## src/rtl/adder_operand_loader.sv

```systemverilog
// rtl/adder_operand_loader.sv - byte-serial operand loader and result unloader for a W-bit adder
module adder_operand_loader #(
  parameter int W = 16
) (
  input  logic         clk,
  input  logic         rst,
  input  logic         ena,
  input  logic [7:0]   in_data,
  input  logic         in_valid,
  output logic         in_ready,
  output logic [W-1:0] op_a,
  output logic [W-1:0] op_b,
  output logic         op_valid,
  input  logic [W:0]   sum_in,
  input  logic         sum_valid,
  output logic [7:0]   out_data,
  output logic         out_valid,
  input  logic         out_ready,
  output logic         busy
);
  localparam int NB = W / 8;
  localparam int NR = (W + 8) / 8;
  localparam int CW = $clog2(NR);
  localparam logic [CW-1:0] NB_LAST = CW'(NB - 1);
  localparam logic [CW-1:0] NR_LAST = CW'(NR - 1);

  typedef enum logic [2:0] {LOAD_A, LOAD_B, ISSUE, WAIT, SEND} state_t;

  state_t          state, state_next;
  logic [CW-1:0]   cnt, cnt_next;
  logic [W:0]      result;
  logic [8*NR-1:0] result_ext;
  logic            in_fire, out_fire;

  assign in_fire    = in_valid && in_ready && ena;
  assign out_fire   = out_valid && out_ready && ena;
  // Carry-out sits alone in the top result byte; the rest of that byte reads as zero.
  assign result_ext = {{(8*NR-W-1){1'b0}}, result};

  always_ff @(posedge clk) begin
    if (rst) begin
      state <= LOAD_A;
      cnt   <= '0;
    end else if (ena) begin
      state <= state_next;
      cnt   <= cnt_next;
    end
  end

  always_comb begin
    state_next = state;
    cnt_next   = cnt;
    case (state)
      LOAD_A: if (in_fire) begin
        if (cnt == NB_LAST) begin
          state_next = LOAD_B;
          cnt_next   = '0;
        end else begin
          cnt_next = cnt + CW'(1);
        end
      end
      LOAD_B: if (in_fire) begin
        if (cnt == NB_LAST) begin
          state_next = ISSUE;
          cnt_next   = '0;
        end else begin
          cnt_next = cnt + CW'(1);
        end
      end
      ISSUE: state_next = WAIT;
      WAIT: if (sum_valid) state_next = SEND;
      SEND: if (out_fire) begin
        if (cnt == NR_LAST) begin
          state_next = LOAD_A;
          cnt_next   = '0;
        end else begin
          cnt_next = cnt + CW'(1);
        end
      end
      default: begin
        state_next = LOAD_A;
        cnt_next   = '0;
      end
    endcase
  end

  always_ff @(posedge clk) begin
    if (rst) begin
      op_a   <= '0;
      op_b   <= '0;
      result <= '0;
    end else if (ena) begin
      for (int k = 0; k < NB; k++) begin
        if (in_fire && cnt == CW'(k)) begin
          if (state == LOAD_A) op_a[8*k +: 8] <= in_data;
          if (state == LOAD_B) op_b[8*k +: 8] <= in_data;
        end
      end
      if (state == WAIT && sum_valid) result <= sum_in;
    end
  end

  always_comb begin
    in_ready  = (state == LOAD_A) || (state == LOAD_B);
    op_valid  = (state == ISSUE) && ena;
    out_valid = (state == SEND);
    busy      = !((state == LOAD_A) && (cnt == '0));
    out_data  = 8'h00;
    if (state == SEND) begin
      for (int j = 0; j < NR; j++) begin
        if (cnt == CW'(j)) out_data = result_ext[8*j +: 8];
      end
    end
  end
endmodule

```

## config.mk

```make
export PLATFORM = sky130hd
export DESIGN_NAME = adder_operand_loader
export DESIGN_NICKNAME = d
export VERILOG_FILES = /design/src/rtl/adder_operand_loader.sv
export SDC_FILE = /design/constraint.sdc
export NUM_CORES = 1
export LEC_CHECK = 0
export CORE_ASPECT_RATIO = 2
export CORE_UTILIZATION = 30
export CTS_BUF_LIST = sky130_fd_sc_hd__clkbuf_8
export CTS_CLUSTER_DIAMETER = 150
export DETAILED_ROUTE_END_ITERATION = 10
export DONT_BUFFER_PORTS = 1
export PLACE_DENSITY = 0.56
export SETUP_SLACK_MARGIN = 0.15
export SLEW_MARGIN = 20
export SYNTH_ARGS = -nofsm -noshare
export SYNTH_HDL_FRONTEND = slang
export SYNTH_SLANG_ARGS = --single-unit
```

## constraint.sdc

```tcl
create_clock -name clk -period 3.5 [get_ports clk]
set_input_delay 0.875 -clock clk [delete_from_list [all_inputs] [get_ports clk]]
set_output_delay 0.875 -clock clk [all_outputs]
set_load 0.01 [all_outputs]
```

# Word-level counts from Yosys, hierarchy flattened
# Cells that the tools add are included.
# totals
reg_bits	54
input_bits	31
output_inout_bits	44
word_cells	62
# classes
n_addsub	1
eq_ne	14
muxes	17
bitwise	1
reduce_logical	22
# op_table
cell	count
2-to-1 mux 8 bit	4
2-to-1 mux 3 bit	7
case mux 3 bit (5 select lines)	1
AND reduction 3 bit	4
inequality test 2 bit (second input constant)	5
logical AND 1 bit	9
2-to-1 mux 2 bit	4
AND reduction 8 bit	1
== test 3 x 2 -> 1 bit (second input constant)	2
inequality test 2 x 1 -> 1 bit (second input constant)	3
case mux 2 bit (3 select lines)	1
AND reduction 4 bit	1
OR reduction 2 bit	2
== test 3 x 1 -> 1 bit (second input constant)	1
== test 3 bit (second input constant)	1
zero test 3 bit	1
adder 2 x 1 -> 2 bit (second input constant)	1
== test 2 x 1 -> 1 bit (second input constant)	1
== test 2 bit (second input constant)	1
zero test 2 bit	1
AND reduction 2 bit	1
zero test 1 bit	1
logical OR 1 bit	1
NOT 1 bit	1

# Logic depth before layout (Yosys ltp)
# Gate-level depths: netlist (run 1).
# logic_depth
word_depth	6
ltp_mapped	6
depth_no_buf	4

# Worst setup path after synthesis (run 1)
# No wires, ideal clock.
# synth_path
path_kind	input to output
from	in ena
to	out op_valid
t_arrival_ns	1.233
t_required_ns	2.625
slack_ns	1.392
cell_stages	2
path_buffers	0
cell_sequence	inv_1 > nor3b_1
# synth_between
elab_chain_cells	1
# synth_lines
item	line_no	text
from (decl)	7	input logic ena,
logical AND 1 bit	105	op_valid = (state == ISSUE) && ena;
to (decl)	13	output logic op_valid,
# Every way passes these cells.

# Worst setup path after layout (run 1)
# layout_path
from	reg cnt[0]
to	out out_data[0]
# layout_between
elab_chain_cells	5
elab_cells_between_ends	7
classes_between	eq/ne: 2; mux: 4; reduce/logical: 1
# layout_lines
item	line_no	text
from (decl)	30	logic [CW-1:0] cnt, cnt_next;
from (signal assigned)	46	cnt <= cnt_next;
zero test 2 bit	111	if (cnt == CW'(j)) out_data = result_ext[8*j +: 8];
2-to-1 mux 8 bit (2 in a row)	111	
2-to-1 mux 8 bit (*)	111	
2-to-1 mux 8 bit (*)	109	if (state == SEND) begin
to (decl)	16	output logic [7:0] out_data,
# Every way passes the cells marked *; elsewhere a longest branch is shown, timed or not.

==> results_tabular.tex, run 1 <==
\begin{tabular}{lr}
\hline
Metric & Value \\
\hline
\multicolumn{2}{l}{\textbf{Pwr}} \\
Clk pwr share & 0.380 \\
Sw Ratio & 0.232 \\
Maximum vdd ir drop & 0.263 mV \\
Share of total power in sequential cells & 0.571 \\
Switching component of the power & 0.259 mW \\
Reported leakage power & 0.842 nW \\
P\_int & 0.856 mW \\
Power consumption & 1.11 mW \\
Comb power frac & 0.048 \\
Power per standard cell area & 428 mW/mm² \\
\multicolumn{2}{l}{\textbf{Run status}} \\
Result of the run & complete, no violations \\
\multicolumn{2}{l}{\textbf{GRT}} \\
Total grt overflow & 0 \\
Global-route wire length before repair & 10,400 µm \\
GR Util All Layers & 0.165 \\
Maximum number of pins on one net before global-route repair & 66 \\
Vias in the first global route & 1,871 \\
Number of antenna violations at the first check in global routing & 0 \\
\multicolumn{2}{l}{\textbf{Placed design}} \\
Number of buffers inserted by port buffering & 0 \\
Post-placement cell count & 355 \\
Weighted congestion reported at the end of routability-driven placement & 0.880 \\
Detailed placement HPWL & 4910 µm \\
\multicolumn{2}{l}{\textbf{Clock tree}} \\
Count of hold buffers inserted by post-cts repair & 0 \\
Clk Latency, worst-skew pair & 0.31 ns \\
Clock slew at reported path FFs & 0.10 ns \\
Root Driver & sky130\_fd\_sc\_hd\_\_clkbuf\_8 \\
H-tree Lvls & 2 \\
Number of buffers between clock root and the deepest sink & 2 \\
Postcts setup bufs & 0 \\
Num CTS Buffers & 5 \\
Count of cells resized by post-cts repair & 0 \\
TritonCTS clock tree & yes \\
Clock sink total & 54 \\
\multicolumn{2}{l}{\textbf{Synthesis}} \\
Flip-flop and latch count after synthesis & 54 \\
Portion of netlist area occupied by mux cells & 0.0973 \\
Warning count from the yosys run & 0 \\
Synth unique cells & 39 \\
Fraction of the yosys area taken by sequential cells & 0.438 \\
Post-synthesis average cell area & 8.69 µm² \\
Synthesized instance count & 284 \\
Total standard cell area after synthesis & 0.00247 mm² \\
Main area contributors after synthesis & sky130\_fd\_sc\_hd\_\_dfxtp\_1 44\%, sky130\_fd\_sc\_hd\_\_mux2i\_1 9.7\%, sky130\_fd\_sc\_hd\_\_a21oi\_1 7.3\%, sky130\_fd\_sc\_hd\_\_nand3\_1 6.9\%, sky130\_fd\_sc\_hd\_\_o21ai\_0 6.3\% \\
Post-synthesis compound-gate area fraction & 0.178 \\
Top cell type's share of synthesized area & 0.438 \\
Arithmetic-cell share of the synthesized area counting full adders, half adders and majority gates & 0 \\
Simple-gate area share of the yosys netlist & 0.232 \\
Combinational family with the most area after synthesis & simple AND/OR/NAND/NOR gates \\
Biggest area consumer among synthesized cells & sky130\_fd\_sc\_hd\_\_dfxtp\_1 \\
Post-Synth XOR/XNOR Area & 0 \\
Net count after synthesis & 315 \\
\multicolumn{2}{l}{\textbf{Final layout}} \\
Count of non-filler cells in the finished layout & 363 \\
Area added between synthesis and finish & 5.47\% \\
Most frequent cells in the layout & 54 x sky130\_fd\_sc\_hd\_\_dfxtp\_1, 36 x sky130\_fd\_sc\_hd\_\_a21oi\_1, 34 x sky130\_fd\_sc\_hd\_\_nand3\_1 \\
Share of final-layout standard cells stronger than drive strength 1 & 0.0562 \\
Util after Layout & 0.328 \\
Number of nets in the finished design & 297 \\
Total inserted antenna cells & 0 \\
Most common cell after layout, fill and taps aside & sky130\_fd\_sc\_hd\_\_dfxtp\_1 \\
\multicolumn{2}{l}{\textbf{Die}} \\
Rows & 46 \\
Core region area & 0.00794 mm² \\
Total die area & 0.00862 mm² \\
Height of the die & 130 µm \\
Io pins & 75 \\
Die X-Extent & 66.1 µm \\
Initial core utilization & 0.311 \\
\multicolumn{2}{l}{\textbf{STA}} \\
Unrepaired setup endpoints after global routing & no \\
Slew headroom & 0.434 \\
Final critical-path share of the clock period & 0.787 \\
Hold Vio Cnt, Final & 0 \\
Final critical path time including I/O delays and setup & 2.75 ns \\
Clock Skew & 0.0106 ns \\
Final setup violating endpoints & 0 \\
Count of pins over their slew limit & 0 \\
Fmax & 0.363 GHz \\
Fin Setup TNS & 0 ns \\
Transition time at the pin with the least slew margin & 0.848 ns \\
\multicolumn{2}{l}{\textbf{Min path}} \\
Path category of the worst min-delay check & reg2reg \\
\multicolumn{2}{l}{\textbf{Drt}} \\
Number of DRC violations after detailed routing & 0 \\
Mean number of vias per cell & 5.51 \\
Antenna-violating nets left & 0 \\
Initial DRC count & 122 \\
Total wirelength of the detailed-routed design & 6750 µm \\
DR vias & 1,999 \\
Average wire per standard cell & 18.6 µm \\
First-pass DRT Iterations & 4 \\
\multicolumn{2}{l}{\textbf{Setup path}} \\
Maximum net fanout on the critical path & 20 \\
Type of destination of the critical path & output port \\
Critical path arrival & 1.88 ns \\
Type of the setup path with the least slack & reg2out \\
Crit start category & register \\
Worst Path Required & 2.62 ns \\
\multicolumn{2}{l}{\textbf{Job}} \\
Max-Cap Viols & 0 \\
\hline
\end{tabular}
## sequential cells by signal, indices dropped and copies added (netlist names)
| name | flops |
|---|---|
| result | 17 |
| op_a | 16 |
| op_b | 16 |
| state | 3 |
| cnt | 2 |
## power by group through the flow
stage / Sequential (mW) / Clock, mW / Combinational (mW)
3_3_place_gp: 0.651 / 0 / 0.0543
2_1_floorplan: 0.643 / 0 / 0.0605
3_5_place_dp: 0.652 / 0 / 0.0549
5_1_grt: 0.639 / 0.467 / 0.0610
4_1_cts: 0.637 / 0.443 / 0.0551
6_report: 0.637 / 0.424 / 0.0540
## final timing paths
| path | cells past startpoint | from | end | slack (ns) |
|---|---|---|---|---|
| worst min-delay path | 2 | result[2]$_SDFFE_PP0P_ | result[2]$_SDFFE_PP0P_ | 0.48 |
| worst min register to register | 2 | result[2]$_SDFFE_PP0P_ | result[2]$_SDFFE_PP0P_ | 0.48 |
| worst max register to register | 4 | state[2]$_SDFFE_PP0P_ | op_b[8]$_SDFFE_PP0P_ | 1.49 |
| worst max-delay path | 3 | cnt[0]$_SDFFE_PP0P_ | out_data[0] | 0.75 |
## logic make-up after synthesis
family | Yosys count
buffers and inverters | 32
flip-flops | 54
AND/OR/NAND/NOR | 93
AO/OA/AOI/OAI | 81
multiplexers | 24
## stage by stage
step                      setup WS, ns  hold WS [ns]  instance area (µm²)
final                            0.745         0.477                 2600
after global routing             0.568         0.497                 2600
after CTS                        0.704         0.478                 2600
after detailed placement          1.04         0.463                 2490
after global placement            1.03         0.456                 2490
after floorplan                   1.39         0.453                 2470
## synthesized netlist by cell type, drive strengths merged
library cell and n:
o21ai 35, a21oi 36, clkbuf 14, o31ai 1, and4b 1, nor4bb 2
mux2i 24, buf 13, a2bb2oi 1, or3 1, nand3 34, nor3b 3
a32o 1, a211oi 1, a221o 1, or2 1, o32ai 1, nor2 8
nand4b 3, or3b 2, nor3 1, nand4bb 1, a31oi 1, o211ai 1
nor4 1, nand2b 24, and3b 1, or4 1, nand2 4, inv 5
or4b 1, a311oi 1, o311ai 1, dfxtp 54, nor2b 4
## layout make-up
cell class,instances,area (µm²)
clock buffer,5,68.8
clock inverter,3,41.3
fill,862,5340
inverter,5,18.8
multi-input combinational,198,1260
sequential,54,1080
tap,96,120
timing repair buffer,2,15.0
## per-layer routing
| metal | global-route usage | routed length (µm) | vias up |
|---|---|---|---|
| met5 | 0 | 0 | - |
| met4 | 0.0839 | 243 | 0 |
| met3 | 0.0428 | 372 | 11 |
| met2 | 0.306 | 3780 | 58 |
| met1 | 0.163 | 2350 | 958 |
| li1 | - | - | 972 |
## worst max-delay path, stage by stage (launching register included)
cell                        delay [ns]
sky130_fd_sc_hd__dfxtp_1          0.89
sky130_fd_sc_hd__nor2b_1          0.35
sky130_fd_sc_hd__a2bb2oi_1        0.11
sky130_fd_sc_hd__nor2_1           0.22
No activity file was read; power rests on OpenSTA's default activity.
==> run 2, diff against run 1 <==
--- a/config.mk
+++ b/config.mk
@@ -11,7 +11,7 @@
 export CTS_CLUSTER_DIAMETER = 150
 export DETAILED_ROUTE_END_ITERATION = 10
 export DONT_BUFFER_PORTS = 1
-export PLACE_DENSITY = 0.56
+export PLACE_DENSITY = 0.57
 export SETUP_SLACK_MARGIN = 0.15
 export SLEW_MARGIN = 20
 export SYNTH_ARGS = -nofsm -noshare
==> constraint.sdc (replaced) <==
create_clock -name clk -period 2.4 [get_ports clk]
set_input_delay 0.6 -clock clk [delete_from_list [all_inputs] [get_ports clk]]
set_output_delay 0.6 -clock clk [all_outputs]
set_load 0.01 [all_outputs]
==> run 2 against run 1 <==
Global-route usage down 0.68 points. Final area up 2.6%. Non-clock buffer count up 8. Combinational power up 64%. Critical path type unchanged. Critical endpoint is now out_data[6]. Largest power group unchanged.
==> results_tabular.tex, run 2 (same netlist as run 1, synthesis figures left out) <==
\begin{tabular}{lr}
\hline
Metric & Value \\
\hline
\multicolumn{2}{l}{\textbf{Setup path}} \\
Worst Path Required & 1.80 ns \\
Cell breakdown of the critical path & or4b\_4, nor2\_2 \\
Crit start category & register \\
Slowest cell on the critical path & sky130\_fd\_sc\_hd\_\_or4b\_4 \\
Critical path arrival & 1.58 ns \\
Worst setup startpoint & state[1]\$\_SDFFE\_PP0P\_ \\
Count of buffer and inverter cells on the critical path & 0 \\
Maximum net fanout on the critical path & 13 \\
Startpoint of the lowest-slack register-to-register path & state[0]\$\_SDFFE\_PP0P\_ \\
Critical Path Max Stage Delay & 0.65 ns \\
Largest delay share family, worst path & simple AND/OR/NAND/NOR gates \\
Type of the setup path with the least slack & reg2out \\
Type of destination of the critical path & output port \\
\multicolumn{2}{l}{\textbf{Clock tree}} \\
H-tree Lvls & 2 \\
Number of buffers between clock root and the deepest sink & 2 \\
TritonCTS clock tree & yes \\
Clock slew at reported path FFs & 0.11 ns \\
Num CTS Buffers & 5 \\
Postcts setup bufs & 0 \\
Clock sink total & 54 \\
Clk Latency, worst-skew pair & 0.32 ns \\
Root Driver & sky130\_fd\_sc\_hd\_\_clkbuf\_8 \\
Count of hold buffers inserted by post-cts repair & 0 \\
\multicolumn{2}{l}{\textbf{GRT}} \\
GR Util All Layers & 0.158 \\
Vias in the first global route & 1,992 \\
Total grt overflow & 0 \\
Number of antenna violations at the first check in global routing & 0 \\
Maximum number of pins on one net before global-route repair & 66 \\
Global-route wire length before repair & 10,200 µm \\
\multicolumn{2}{l}{\textbf{Die}} \\
Rows & 46 \\
Total die area & 0.00862 mm² \\
Core region area & 0.00794 mm² \\
Initial core utilization & 0.311 \\
Height of the die & 130 µm \\
Die X-Extent & 66.1 µm \\
Io pins & 75 \\
\multicolumn{2}{l}{\textbf{Final layout}} \\
Most frequent cells in the layout & 53 x sky130\_fd\_sc\_hd\_\_dfxtp\_1, 36 x sky130\_fd\_sc\_hd\_\_a21oi\_1, 34 x sky130\_fd\_sc\_hd\_\_nand3\_1 \\
Largest register FFs & 17 \\
Number of nets in the finished design & 305 \\
Area added between synthesis and finish & 8.21\% \\
Total inserted antenna cells & 0 \\
Share of final-layout standard cells stronger than drive strength 1 & 0.116 \\
Top flop regs & result (17), op\_a (16), op\_b (16) \\
Fin area & 0.00267 mm² \\
Most common cell after layout, fill and taps aside & sky130\_fd\_sc\_hd\_\_dfxtp\_1 \\
Top register by number of flip-flops & result \\
\multicolumn{2}{l}{\textbf{STA}} \\
Fin Setup TNS & 0 ns \\
Final setup violating endpoints & 0 \\
Fmax & 0.458 GHz \\
Unrepaired setup endpoints after global routing & no \\
Clock Skew & 0.0114 ns \\
Slew headroom & 0.596 \\
Final critical-path share of the clock period & 0.909 \\
Transition time at the pin with the least slew margin & 0.602 ns \\
Final critical path time including I/O delays and setup & 2.18 ns \\
Count of pins over their slew limit & 0 \\
Hold Vio Cnt, Final & 0 \\
\multicolumn{2}{l}{\textbf{Drt}} \\
Initial DRC count & 124 \\
Average wire per standard cell & 17.8 µm \\
Mean number of vias per cell & 5.36 \\
Total wirelength of the detailed-routed design & 6610 µm \\
Number of DRC violations after detailed routing & 0 \\
DR vias & 1,987 \\
First-pass DRT Iterations & 4 \\
Antenna-violating nets left & 0 \\
\multicolumn{2}{l}{\textbf{Job}} \\
Max-Cap Viols & 0 \\
\multicolumn{2}{l}{\textbf{Placed design}} \\
Weighted congestion reported at the end of routability-driven placement & 0.825 \\
Placed inst area & 0.00255 mm² \\
Number of buffers inserted by port buffering & 0 \\
Detailed placement HPWL & 4970 µm \\
\multicolumn{2}{l}{\textbf{Pwr}} \\
Maximum vdd ir drop & 0.276 mV \\
Power per standard cell area & 573 mW/mm² \\
Reported leakage power & 0.881 nW \\
\multicolumn{2}{l}{\textbf{Min path}} \\
Path category of the worst min-delay check & in2reg \\
Startpoint of the lowest-slack hold path & rst \\
\multicolumn{2}{l}{\textbf{Run status}} \\
Result of the run & complete, no violations \\
\hline
\end{tabular}
## run 2: timing repair
action | in CTS | in global routing
pin swaps | 0 | 1
endpoints found under the setup margin | 8 | 7
resized for setup | 2 | 8
endpoints found under the hold margin | 0 | 0
## run 2: report_power, final
group	switching, mW	internal [mW]	total [mW]
Sequential	0.0147	0.907	0.922
Clock	0.315	0.206	0.521
Combinational	0.0509	0.0377	0.0886
## run 2: final timing paths
path | end | slack [ns] | cells after the start
setup reg to reg | result[13]$_SDFFE_PP0P_ | 0.75 | 4
hold reg to reg | result[2]$_SDFFE_PP0P_ | 0.48 | 2
setup / recovery | out_data[6] | 0.22 | 2
hold / removal | result[2]$_SDFFE_PP0P_ | 0.35 | 1
## run 2: area by class of cell
type,instances,area (µm²)
clock inverters,3,20.0
clock buffers,5,68.8
repair buffers,10,75.1
multi-input cells,198,1290
inverters,5,18.8
flip-flops and latches,54,1080
well taps,96,120
fillers,866,5270
## run 2: metrics by stage
step	hold WS, ns	util	setup slack [ns]	instances	total power [mW]
finish	0.348	0.336	0.218	371	1.53
global route	0.328	0.336	0.156	371	1.59
CTS	0.325	0.334	0.155	371	1.56
detailed placement	0.459	0.322	0.362	363	1.03
global placement	0.460	0.322	0.383	363	1.03
floorplan	0.453	-	0.604	284	1.03
## run 2: routing by layer
metal	routed length [µm]	part of all wire	track usage	vias up
li1	-	-	-	993
met1	2270	0.34	0.144	926
met5	0	0	0	-
met3	362	0.055	0.0376	10
met2	3840	0.58	0.312	58
met4	138	0.021	0.0763	0
==> run 3, diff against run 2 <==
--- a/config.mk
+++ b/config.mk
@@ -10,8 +10,7 @@
 export CTS_BUF_LIST = sky130_fd_sc_hd__clkbuf_8
 export CTS_CLUSTER_DIAMETER = 150
 export DETAILED_ROUTE_END_ITERATION = 10
-export DONT_BUFFER_PORTS = 1
-export PLACE_DENSITY = 0.57
+export PLACE_DENSITY = 0.69
 export SETUP_SLACK_MARGIN = 0.15
 export SLEW_MARGIN = 20
 export SYNTH_ARGS = -nofsm -noshare
==> run 3 against run 2 <==
Cell count increased by 23%. Maximum frequency fell by 3.2%. Die area did not move. Highest routed layer unchanged. Worst hold slack improved by 0.13 ns. Power rose by 13%. Largest cell class unchanged. Worst setup slack got worse by 0.072 ns. Sequential power fell by 1%. Routed wire length is 3.9% higher.
==> results_tabular.tex, run 3 (same netlist as run 1, synthesis figures left out) <==
\begin{tabular}{lr}
\hline
Metric & Value \\
\hline
\multicolumn{2}{l}{\textbf{Run status}} \\
Result of the run & complete, no violations \\
\multicolumn{2}{l}{\textbf{STA}} \\
Transition time at the pin with the least slew margin & 0.571 ns \\
Final critical-path share of the clock period & 0.939 \\
Final critical path time including I/O delays and setup & 2.25 ns \\
Final setup violating endpoints & 0 \\
Hold Vio Cnt, Final & 0 \\
Fmax & 0.444 GHz \\
Count of pins over their slew limit & 0 \\
Clock Skew & 0.00580 ns \\
Unrepaired setup endpoints after global routing & yes \\
Post-route worst setup slack & 0.146 ns \\
Slew headroom & 0.613 \\
\multicolumn{2}{l}{\textbf{Setup path}} \\
Critical Path Max Stage Delay & 0.59 ns \\
Slowest cell on the critical path & sky130\_fd\_sc\_hd\_\_or4b\_4 \\
Critical path arrival & 1.65 ns \\
Count of buffer and inverter cells on the critical path & 2 \\
Maximum net fanout on the critical path & 7 \\
Type of destination of the critical path & output port \\
Crit start category & register \\
Largest delay share family, worst path & simple AND/OR/NAND/NOR gates \\
Type of the setup path with the least slack & reg2out \\
Worst Path Required & 1.80 ns \\
Cell breakdown of the critical path & or4b\_4, buf\_4, nor2\_1, clkbuf\_2 \\
\multicolumn{2}{l}{\textbf{Drt}} \\
Initial DRC count & 139 \\
Highest signal layer in the routed design & met4 \\
Antenna-violating nets left & 0 \\
Routed length on met3 & 283 µm \\
Number of DRC violations after detailed routing & 0 \\
Post-Route M1 WL & 2510 µm \\
Met2 Wirelength & 3790 µm \\
Mean number of vias per cell & 5.21 \\
DR vias & 2,379 \\
First-pass DRT Iterations & 4 \\
Total wirelength of the detailed-routed design & 6870 µm \\
Average wire per standard cell & 15.0 µm \\
\multicolumn{2}{l}{\textbf{Clock tree}} \\
Number of buffers between clock root and the deepest sink & 2 \\
Count of hold buffers inserted by post-cts repair & 0 \\
H-tree Lvls & 2 \\
Root Driver & sky130\_fd\_sc\_hd\_\_clkbuf\_8 \\
TritonCTS clock tree & yes \\
Clock slew at reported path FFs & 0.10 ns \\
Clk Latency, worst-skew pair & 0.31 ns \\
Clock sink total & 54 \\
Num CTS Buffers & 5 \\
\multicolumn{2}{l}{\textbf{Pwr}} \\
Reported leakage power & 1.24 nW \\
Maximum vdd ir drop & 0.389 mV \\
Power per standard cell area & 498 mW/mm² \\
\multicolumn{2}{l}{\textbf{Final layout}} \\
Top register by number of flip-flops & result \\
Area added between synthesis and finish & 41.5\% \\
Most frequent cells in the layout & 61 x sky130\_fd\_sc\_hd\_\_clkdlybuf4s50\_1, 53 x sky130\_fd\_sc\_hd\_\_dfxtp\_1, 36 x sky130\_fd\_sc\_hd\_\_a21oi\_1 \\
Top flop regs & result (17), op\_a (16), op\_b (16) \\
Number of nets in the finished design & 391 \\
Largest register FFs & 17 \\
Most common cell after layout, fill and taps aside & sky130\_fd\_sc\_hd\_\_clkdlybuf4s50\_1 \\
Fill count & 791 \\
Share of final-layout standard cells stronger than drive strength 1 & 0.141 \\
Count of non-filler cells in the finished layout & 457 \\
Total inserted antenna cells & 0 \\
\multicolumn{2}{l}{\textbf{GRT}} \\
Maximum number of pins on one net before global-route repair & 37 \\
GR Util All Layers & 0.163 \\
Vias in the first global route & 2,225 \\
Number of antenna violations at the first check in global routing & 0 \\
Total grt overflow & 0 \\
Global-route wire length before repair & 10,800 µm \\
\multicolumn{2}{l}{\textbf{Die}} \\
Io pins & 75 \\
Core region area & 0.00794 mm² \\
Total die area & 0.00862 mm² \\
Initial core utilization & 0.311 \\
Rows & 46 \\
Die X-Extent & 66.1 µm \\
Height of the die & 130 µm \\
\multicolumn{2}{l}{\textbf{Min path}} \\
Path category of the worst min-delay check & reg2reg \\
\multicolumn{2}{l}{\textbf{Placed design}} \\
Number of buffers inserted by port buffering & 74 \\
Detailed placement HPWL & 5150 µm \\
Weighted congestion reported at the end of routability-driven placement & 0.781 \\
Post-placement cell count & 447 \\
Post-placement worst setup slack & -0.0947 ns \\
\multicolumn{2}{l}{\textbf{Job}} \\
Max-Cap Viols & 0 \\
\hline
\end{tabular}
[run 3: report_power, final]
group | switching (mW) | internal (mW)
Combinational | 0.101 | 0.105
Sequential | 0.00637 | 0.907
Clock | 0.306 | 0.313
[run 3: path summary, 6_finish.rpt]
path,startpoint,end,slack [ns],cells past startpoint
worst min register to register,op_b[1]$_SDFFE_PP0P_,op_b[1]$_SDFFE_PP0P_,0.48,2
worst min-delay path,op_b[1]$_SDFFE_PP0P_,op_b[1]$_SDFFE_PP0P_,0.48,2
worst max register to register,cnt[0]$_SDFFE_PP0P_,op_a[8]$_SDFFE_PP0P_,0.82,4
worst max-delay path,cnt[1]$_SDFFE_PP0P_,out_data[4],0.15,4
[run 3: per-layer routing]
metal	vias to the layer above	global-route usage
met1	1123	0.163
met4	0	0.0939
met2	79	0.307
met3	18	0.0253
met5	-	0
li1	1159	-
[run 3: worst reg2reg max path: cells and delay by family, from the launching register on]
family                 cells  cell delay, ns
flip-flops                 1            0.34
buffers and inverters      1            0.28
AND/OR/NAND/NOR            1            0.51
AO/OA/AOI/OAI              2            0.33
[run 3: final cells by class]
class | instances | area [µm²] | area share
Clock buffer | 5 | 68.8 | 0.0197
Clock inverter | 3 | 43.8 | 0.0125
Inverter | 5 | 18.8 | 0.00537
Multi-Input combinational cell | 198 | 1280 | 0.367
Sequential cell | 54 | 1080 | 0.310
Tap cell | 96 | 120 | 0.0344
Timing Repair Buffer | 96 | 876 | 0.251
[run 3: metrics by stage]
step	area (µm²)	total power, mW	setup TNS [ns]	hold slack (ns)	utilization
floorplan	2470	1.03	0	0.453	-
global placement	3360	1.14	-0.0475	0.461	0.424
detailed placement	3360	1.14	-0.0947	0.463	0.424
CTS	3480	1.75	0	0.483	0.438
global route	3490	1.81	0	0.504	0.440
finish	3490	1.74	0	0.477	0.440
[run 3: repair_timing]
action / CTS / global route
gates resized for setup: 20 / 17
buffers inserted: 1 / 1
setup endpoints to repair: 12 / 10
pin swaps: 1 / 2
